**src/rtl/mlp_pkg.sv**
```systemverilog
// rtl/mlp_pkg.sv - shared FSM state type and width/bound helpers for mac_neuron (MAC_NEURON_SAT_EN selects saturating narrowing)
package mlp_pkg;

    typedef enum logic [1:0] {
        IDLE = 2'd0,
        ACC  = 2'd1,
        DONE = 2'd2
    } mac_state_e;

    // Accumulator width: weight width plus index growth plus bias/sign headroom
    function automatic int acc_width(input int n_in, input int ww);
        return ww + $clog2(n_in) + 2;
    endfunction

    // Largest value representable in a signed ww-bit result
    function automatic int sat_hi(input int ww);
        return (1 << (ww - 1)) - 1;
    endfunction

    // Smallest value representable in a signed ww-bit result
    function automatic int sat_lo(input int ww);
        return -(1 << (ww - 1));
    endfunction

endpackage

```
**src/rtl/mac_neuron_narrow.sv**
```systemverilog
// rtl/mac_neuron_narrow.sv - reduces the wide accumulator to WW bits; clamps when MAC_NEURON_SAT_EN is defined, wraps otherwise
module mac_neuron_narrow
    import mlp_pkg::*;
#(
    parameter int ACC_W = 8,
    parameter int WW    = 4
) (
    input  logic signed [ACC_W-1:0] acc_in,
    output logic        [WW-1:0]    sum_out
);

`ifdef MAC_NEURON_SAT_EN
    localparam logic signed [ACC_W-1:0] HI = ACC_W'(sat_hi(WW));
    localparam logic signed [ACC_W-1:0] LO = ACC_W'(sat_lo(WW));

    // Clamp the full-precision sum into the signed WW-bit range
    always_comb begin
        if (acc_in > HI) begin
            sum_out = HI[WW-1:0];
        end else if (acc_in < LO) begin
            sum_out = LO[WW-1:0];
        end else begin
            sum_out = acc_in[WW-1:0];
        end
    end
`else
    // Upper accumulator bits are intentionally discarded in wrap mode
    logic unused_hi;
    assign unused_hi = ^acc_in[ACC_W-1:WW];

    // Two's-complement wrap: keep the low WW bits
    always_comb begin
        sum_out = acc_in[WW-1:0];
    end
`endif

endmodule

```
**src/rtl/mac_neuron.sv**
```systemverilog
// rtl/mac_neuron.sv - serial multiply-accumulate neuron with binary inputs, bias threshold and step activation (MAC_NEURON_SAT_EN selects sum_out clamping)
module mac_neuron
    import mlp_pkg::*;
#(
    parameter int N_IN = 4,
    parameter int WW   = 4
) (
    input  logic                 clk,
    input  logic                 rst_n,
    input  logic                 in_valid,
    output logic                 in_ready,
    input  logic [N_IN-1:0]      x,
    input  logic [N_IN*WW-1:0]   w_flat,
    input  logic [WW-1:0]        bias,
    output logic                 out_valid,
    input  logic                 out_ready,
    output logic                 y,
    output logic [WW-1:0]        sum_out
);

    localparam int ACC_W = acc_width(N_IN, WW);
    // idx must reach N_IN: that extra step is the cycle that registers the result
    localparam int IDX_W = $clog2(N_IN + 1);

    mac_state_e               state_q, state_d;
    logic signed [ACC_W-1:0]  acc_q, acc_d;
    logic [IDX_W-1:0]         idx_q, idx_d;
    logic [N_IN-1:0]          x_q, x_d;
    logic [N_IN*WW-1:0]       w_q, w_d;
    logic                     y_q, y_d;
    logic [WW-1:0]            sum_q, sum_d;
    logic                     alive_q, alive_d;

    logic signed [WW-1:0]     w_sel;
    logic                     x_sel;
    logic signed [ACC_W-1:0]  w_ext;
    logic signed [ACC_W-1:0]  bias_ext;
    logic [WW-1:0]            sum_narrow;

    // Pick the weight and gate bit addressed by the current index
    always_comb begin
        w_sel = '0;
        x_sel = 1'b0;
        for (int i = 0; i < N_IN; i++) begin
            if (idx_q == IDX_W'(i)) begin
                w_sel = w_q[i*WW +: WW];
                x_sel = x_q[i];
            end
        end
    end

    assign w_ext    = {{(ACC_W-WW){w_sel[WW-1]}}, w_sel};
    assign bias_ext = {{(ACC_W-WW){bias[WW-1]}}, bias};

    mac_neuron_narrow #(
        .ACC_W (ACC_W),
        .WW    (WW)
    ) u_narrow (
        .acc_in  (acc_q),
        .sum_out (sum_narrow)
    );

    // in_ready stays low through reset and only rises after the first edge out of it
    assign in_ready  = alive_q && (state_q == IDLE);
    assign out_valid = (state_q == DONE);
    assign y         = y_q;
    assign sum_out   = sum_q;

    // Next-state and datapath: capture operands, accumulate one weight per cycle, then register the result
    always_comb begin
        state_d = state_q;
        acc_d   = acc_q;
        idx_d   = idx_q;
        x_d     = x_q;
        w_d     = w_q;
        y_d     = y_q;
        sum_d   = sum_q;
        alive_d = 1'b1;
        case (state_q)
            IDLE: begin
                if (in_ready && in_valid) begin
                    x_d     = x;
                    w_d     = w_flat;
                    acc_d   = -bias_ext;
                    idx_d   = '0;
                    state_d = ACC;
                end
            end
            ACC: begin
                if (idx_q == IDX_W'(N_IN)) begin
                    // Strictly positive: sign clear and not zero
                    y_d     = !acc_q[ACC_W-1] && (acc_q != '0);
                    sum_d   = sum_narrow;
                    state_d = DONE;
                end else begin
                    if (x_sel) begin
                        acc_d = acc_q + w_ext;
                    end
                    idx_d = idx_q + IDX_W'(1);
                end
            end
            DONE: begin
                // Returning to IDLE here guarantees a bubble before the next accept
                if (out_ready) begin
                    state_d = IDLE;
                end
            end
            default: begin
                state_d = IDLE;
            end
        endcase
    end

    // State register; reset abandons any operation in flight
    always_ff @(posedge clk or negedge rst_n) begin
        if (!rst_n) begin
            state_q <= IDLE;
            acc_q   <= '0;
            idx_q   <= '0;
            x_q     <= '0;
            w_q     <= '0;
            y_q     <= 1'b0;
            sum_q   <= '0;
            alive_q <= 1'b0;
        end else begin
            state_q <= state_d;
            acc_q   <= acc_d;
            idx_q   <= idx_d;
            x_q     <= x_d;
            w_q     <= w_d;
            y_q     <= y_d;
            sum_q   <= sum_d;
            alive_q <= alive_d;
        end
    end

endmodule

```
**config.mk**
```make
export PLATFORM = sky130hd
export DESIGN_NAME = mac_neuron
export DESIGN_NICKNAME = d
export VERILOG_FILES = /design/src/rtl/mlp_pkg.sv /design/src/rtl/mac_neuron_narrow.sv /design/src/rtl/mac_neuron.sv
export SDC_FILE = /design/constraint.sdc
export NUM_CORES = 1
export LEC_CHECK = 0
export CORE_ASPECT_RATIO = 0.5
export CORE_MARGIN = 1.5
export CORE_UTILIZATION = 40
export CTS_BUF_LIST = sky130_fd_sc_hd__clkbuf_8
export DETAILED_ROUTE_END_ITERATION = 7
export GPL_TIMING_DRIVEN = 0
export PLACE_DENSITY = 0.74
export SETUP_SLACK_MARGIN = 0.4
export SLEW_MARGIN = 15
export SYNTH_ARGS = -nofsm -noshare
export SYNTH_HDL_FRONTEND = slang
export SYNTH_HIERARCHICAL = 1
export SYNTH_SLANG_ARGS = --single-unit
export TNS_END_PERCENT = 30
```
**constraint.sdc**
```tcl
create_clock -name clk -period 2.9 [get_ports clk]
set_input_delay 0.435 -clock clk [delete_from_list [all_inputs] [get_ports clk]]
set_output_delay 0.435 -clock clk [all_outputs]
set_load 0.005 [all_outputs]
```
==> summary.txt, run 1 <==
Clocking
  – Clock tree buffer depth: 2
  – Clk sink count: 39
  – Clk_lat worst skew: ~0.3 ns
  – TritonCTS buffer count: 5
  – Worst-path clk slew: 0.08 ns
  – H-Tree Depth: 2
  – CTS root buf: clkbuf_8
  – CTS tree: yes

Synthesis
  – #FFs+latches synth: 39
  – Synth top area share: about 45%
  – Prevailing post-synth register cell: dfrtp_1
  – EDFF count, synth: 0
  – Synth top area cells: dfrtp_1, mux2_2, ha_1
  – Synth Instances: between 200 and 250
  – Yosys top cell by area: dfrtp_1
  – Mapped Avg Cell Area: about 11 um^2
  – Asr flop ratio synth: 100.0%
  – Total number of yosys warnings: 6
  – Register area share after synthesis: around 45%
  – Post-Syn Area: roughly 2200 um^2
  – Syn nets: 247
  – Synth unique cells: between 40 and 50

Critical path
  – Worst setup SP type: flip-flop
  – Worst path arrival time: roughly 3.2 ns
  – Crit. End Element: flip-flop
  – CP max FO: 6
  – Setup CP Type: reg2reg
  – Critical Path RT: between 3 and 4 ns

Status
  – Failing checks: setup timing
  – Status: finished with violations

Layout
  – N_diodes: 0
  – P&R area growth vs syn: 38.34%
  – Layout Nets: 305
  – Most common cell after layout, fill and taps aside: dfrtp_1
  – Fraction of layout cells with a size suffix above 1: between 30% and 40%
  – Most frequent cells in the layout: dfrtp_1, clkdlybuf4s50_1, mux2_2, buf_4, nand2_1
  – Final-layout fill cell count: about 430

STA
  – Final-report max-slew violation count: 0
  – Setup violations, final: 1
  – Final Hold Viols: 0
  – Tmin final: slightly below 3 ns
  – Worst Hold Margin: around 0.10 ns
  – RSZ-0062 raised after global routing: true
  – Worst-Margin Slew: about 0.52 ns
  – Slew HR: around 65%
  – Total Neg Setup Slack: -0.03544 ns
  – Crit share post-route: 101.2%
  – Peak Freq: about 340 MHz
  – Setup ws final: -0.03544 ns
  – Layout Skew: 0.008738 ns

Floorplanning
  – Die Ht: between 50 and 60 um
  – Row count: 18
  – Die width: 107.6 um
  – Initial Utilization: between 40% and 50%
  – Die ar.: slightly below 6000 um^2
  – # IOs: 35
  – Core ar.: roughly 5100 um^2

Routing
  – Routed WL: ~4900 um
  – Wire per inst: 14.89 um
  – Drt pass-1 iters: 4
  – Via count: ~1,700
  – DR iter-0 viols: 42
  – Vias per cell: roughly 5.3
  – Residual DRC count: 0
  – Post-route ant nets: 0

Place
  – HPWL after DPL: approximately 3500 um
  – Port Buffers: 34
  – GPL Wtd Cong: 0.8152

GRT
  – Largest net degree at the start of global routing: 21
  – Initial antenna violation count: 0
  – GRT overflow: 0
  – Vias in the first global route: approximately 1,800
  – Global-route wire length before repair: around 8500 um
  – Total GRT Usage: a little under a fifth

Power and ir drop
  – Power per cell area: ~1200 nW/um^2
  – Leakage: ~0.0013 uW
  – Max rail drop VDD: ~0.00046 V

Job
  – Max-cap violations: 0

Hold path
  – Worst Hold Class: in2async
[what timing repair did]
item	in CTS	in global routing
setup endpoints to repair	4	6
gates cloned	1	0
resized for setup	16	3
hold buffers	0	0
setup buffers	15	0
pin swaps	18	2
[critical path, stage by stage (launching register included)]
cell and delay, ns:
dfrtp_1 0.40, buf_4 0.15, ha_4 0.16, buf_6 0.12, a21oi_1 0.11, o21ai_1 0.09
a32o_2 0.36, ha_4 0.28, o21ai_4 0.12, a31oi_2 0.07, o41ai_2 0.25, xnor2_1 0.19
or4b_1 0.46, o211ai_1 0.10
[through the flow]
step                std cells  utilization, %  area, um^2  total power, uW  setup WS (ns)
floorplan                 202               -        2268             2390         0.1037
global placement          306           52.97        2696             2776        -0.1201
detailed placement        307           53.42        2719             2881        -0.2008
CTS                       330           59.24        3015             3655        0.02668
global route              330           59.51        3029             4037        -0.1590
finish                    330           59.51        3029             3746       -0.03544
[registers in the layout, summed over array words and instances, names as in the netlist]
register,count
alive_q,1
x_q,4
state_q,2
w_q,16
y,1
sum_out,4
idx_q,3
acc_q,8
[cell type report]
cell class	instances	area [um^2]	share of cell area [%]
Sequential cell	39	977.2	32.26
Clock buffer	5	68.82	2.272
Tap cell	70	87.58	2.891
Multi-Input combinational cell	143	1271	41.97
Clock inverter	2	37.54	1.239
Inverter	10	40.04	1.322
Timing Repair Buffer	51	480.5	15.86
Buffer	10	66.31	2.189
[where the power goes]
| group | switching (uW) | leakage (uW) | internal [uW] |
|---|---|---|---|
| Clock | 200 | 0.0000502 | 252 |
| Combinational | 1070 | 0.000778 | 1200 |
| Sequential | 214 | 0.000470 | 813 |
| Total | 1480 | 0.00130 | 2270 |
[cells by family after synthesis]
family                     Yosys count  synth area share, %
AOI/OAI and AO/OA                   49                14.80
and+or+nand+nor                     46                10.86
DFF                                 39                44.57
muxes                               25                12.80
buffers and inverters               20                4.743
adders and majority gates           17                10.06
xor gates and xnor gates             5                2.000
other                                1               0.1713
[metal layers]
metal | track usage (%) | vias to the layer above | share of wire (%)
li1 | - | 841 | -
met1 | 22.96 | 847 | 45
met2 | 30.03 | 39 | 48
met3 | 3.188 | 18 | 3.4
met4 | 8.459 | 0 | 3.2
met5 | 0 | - | 0
[worst paths after layout]
check                         start  endpoint  slack, ns  cells after the start
max in group asynchronous     rst_n  idx_q[0]       2.31                      2
setup / recovery           idx_q[1]  acc_q[7]      -0.04                     13
hold reg to reg                   y         y       0.50                      2
setup reg to reg           idx_q[1]  acc_q[7]      -0.04                     13
min in group clk                  y         y       0.50                      2
hold / removal                rst_n   alive_q       0.10                      1
[cell usage after synthesis, types with 3 or more instances]
master,count
nor2_1,6
ha_1,16
buf_4,5
inv_1,10
nand2b_1,5
a22o_1,3
mux2_2,24
a21oi_1,10
o21ai_0,16
dfrtp_1,39
nand2_1,18
xnor2_1,4
a22oi_1,3
(Power assumes the default switching activity.)
==> inputs of run 2 (changes only) <==
CORE_MARGIN = not set   (was 1.5)
GPL_ROUTABILITY_DRIVEN = 0   (was not set)
==> summary.txt, run 2 (same netlist as run 1, synthesis figures left out) <==
Status
  – Status: finished with violations
  – Failing checks: setup timing

STA
  – Setup violations, final: 1 (unchanged)
  – Tmin final: 3.035 ns (+0.09973 ns)
  – Final Hold Viols: 0 (unchanged)
  – Total Neg Setup Slack: -0.1352 ns (-0.09973 ns)
  – Layout Skew: 0.008339 ns (-0.0003983 ns)
  – RSZ-0062 raised after global routing: true
  – Setup ws final: -0.1352 ns (-0.09973 ns)
  – Final-report max-slew violation count: 0 (unchanged)
  – Peak Freq: 329.5 MHz (-3.3%)
  – Crit share post-route: 104.7% (+3.4 points)
  – Worst Hold Margin: 0.06918 ns (-0.03126 ns)

Critical path
  – Cell count of the worst reg-to-reg path: 13 (unchanged)
  – CP max FO: 6 (unchanged)
  – CP Depth: 13 (unchanged)
  – Setup CP Type: reg2reg
  – Worst setup SP type: flip-flop
  – Worst path arrival time: 3.25 ns (+0.10 ns)
  – CP max stage cell: or4b_1
  – Critical Path RT: 3.11 ns (about the same)
  – Largest stage delay, worst path: 0.45 ns (about the same)
  – WP buf/inv: 2 (unchanged)
  – Most used cell, CP: ha_4
  – Critical path, cell by cell: inv_4 -> ha_4 -> buf_4 -> a21oi_2 -> o21ai_2 -> a32o_2 -> ha_4 -> o21ai_4 -> a31oi_4 -> o41ai_2 -> xnor2_1 -> or4b_1 -> o211ai_1
  – Crit path max-delay family: compound AO/OA/AOI/OAI gates
  – Crit. End Element: flip-flop

GRT
  – Total GRT Usage: 19.71% (+1.7 points)
  – Largest net degree at the start of global routing: 23 (+9.5%)
  – Global-route wire length before repair: 8549 um (+0.98%)
  – GRT overflow: 0 (unchanged)
  – Vias in the first global route: 1,852 (+1.0%)
  – Initial antenna violation count: 0 (unchanged)

Routing
  – DR iter-0 viols: 30 (-29%)
  – Routed WL: 5260 um (+7.1%)
  – Wire per inst: 15.84 um (+6.4%)
  – Drt pass-1 iters: 5 (+1)
  – Vias per cell: 5.289 (about the same)
  – Residual DRC count: 0 (unchanged)
  – Via count: 1,756 (+0.63%)
  – Post-route ant nets: 0 (unchanged)

Place
  – DP Worst Slack: -0.2395 ns (-0.03863 ns)
  – HPWL after DPL: 3582 um (+1.4%)
  – Port Buffers: 34 (unchanged)
  – Placement Cell Area: 2719 um^2 (unchanged)

Power and ir drop
  – Part of the power in registers: 27.3% (about the same)
  – Sw Share: 40.48% (+0.95 points)
  – Leakage: 0.001314 uW (+1.1%)
  – Logic pwr share: 62.1% (+1.5 points)
  – Power per cell area: 1246 nW/um^2 (+0.74%)
  – Max rail drop VDD: 0.0004625 V (+0.53%)
  – Pint: 2287 uW (+0.96%)
  – Clock power share: 10.6% (-1.4 points)
  – Sw Pwr: 1556 uW (+5.0%)

Layout
  – Fraction of layout cells with a size suffix above 1: 35.50% (+3.6 points)
  – P&R area growth vs syn: 40.86%
  – Post-Layout Inst Area: 3084 um^2 (+1.8%)
  – Most frequent cells in the layout: dfrtp_1, clkdlybuf4s50_1, mux2_2, buf_4, nand2_1
  – Reg with most FFs: w_q
  – Layout Nets: 306 (+0.33%)
  – Final-layout fill cell count: 406 (-4.7%)
  – Most common cell after layout, fill and taps aside: dfrtp_1
  – Multi-input gate area: 1323 um^2 (+4.0%)
  – N_diodes: 0 (unchanged)
  – Largest register FFs: 16 (unchanged)
  – Largest registers: w_q x16, acc_q x8
  – Register Area: 978.4 um^2 (+0.13%)

Clocking
  – Hold_buf cts: 0 (unchanged)
  – CTS tree: yes
  – Clk sink count: 39 (unchanged)
  – CTS root buf: clkbuf_8
  – Worst-path clk slew: 0.09 ns (about the same)
  – H-Tree Depth: 2 (unchanged)
  – Clock tree buffer depth: 2 (unchanged)
  – TritonCTS buffer count: 5 (unchanged)
  – Clk_lat worst skew: 0.31 ns (about the same)

Job
  – Max-cap violations: 0 (unchanged)

Floorplanning
  – Core ar.: 5090 um^2 (unchanged)
  – Die ar.: 5792 um^2 (-2.7%)
  – Die Ht: 54.32 um (-1.8%)
  – # IOs: 35 (unchanged)
  – Row count: 18 (unchanged)
  – Die width: 106.6 um (-0.93%)
  – Initial Utilization: 43.02% (unchanged)

Hold path
  – Worst Hold Class: in2async
-- run 2: what timing repair did --
action,in CTS,in global routing
gates resized for setup,24,8
setup endpoints to repair,4,5
pin swaps,24,11
buffers inserted,15,2
-- run 2: through the flow --
step	util [%]	power, uW	std cells
global placement	52.97	2783	306
floorplan	-	2390	202
finish	60.59	3843	332
CTS	59.54	3687	330
global route	60.59	4131	332
detailed placement	53.42	2894	307
-- run 2: worst paths after layout --
check,start,end,slack [ns]
max,idx_q[1],acc_q[7],-0.14
min,rst_n,w_q[12],0.07
max reg2reg,idx_q[1],acc_q[7],-0.14
min reg2reg,y,y,0.49
max in group asynchronous,rst_n,idx_q[1],2.36
min in group clk,y,y,0.49
-- run 2: cell type report --
type / count / share of cell area [%]
multi-input cells: 143 / 42.88
repair buffers: 52 / 15.90
flip-flops and latches: 39 / 31.72
inverters: 10 / 1.379
plain buffers: 10 / 2.150
clock inverters: 2 / 0.4462
clock buffers: 6 / 2.677
well taps: 70 / 2.840
-- run 2: metal layers --
metal	track usage (%)	wire [um]
met2	36.24	2677
met4	7.763	87
met5	0	0
met1	23.36	2313
met3	4.405	183
-- run 2: power by group through the flow --
stage | sequential [uW] | combinational [uW] | clock, uW
2_1_floorplan | 976 | 1410 | 0
6_report | 1050 | 2390 | 408
3_3_place_gp | 1020 | 1770 | 0
5_1_grt | 1090 | 2600 | 437
4_1_cts | 1040 | 2240 | 409
3_5_place_dp | 1040 | 1860 | 0
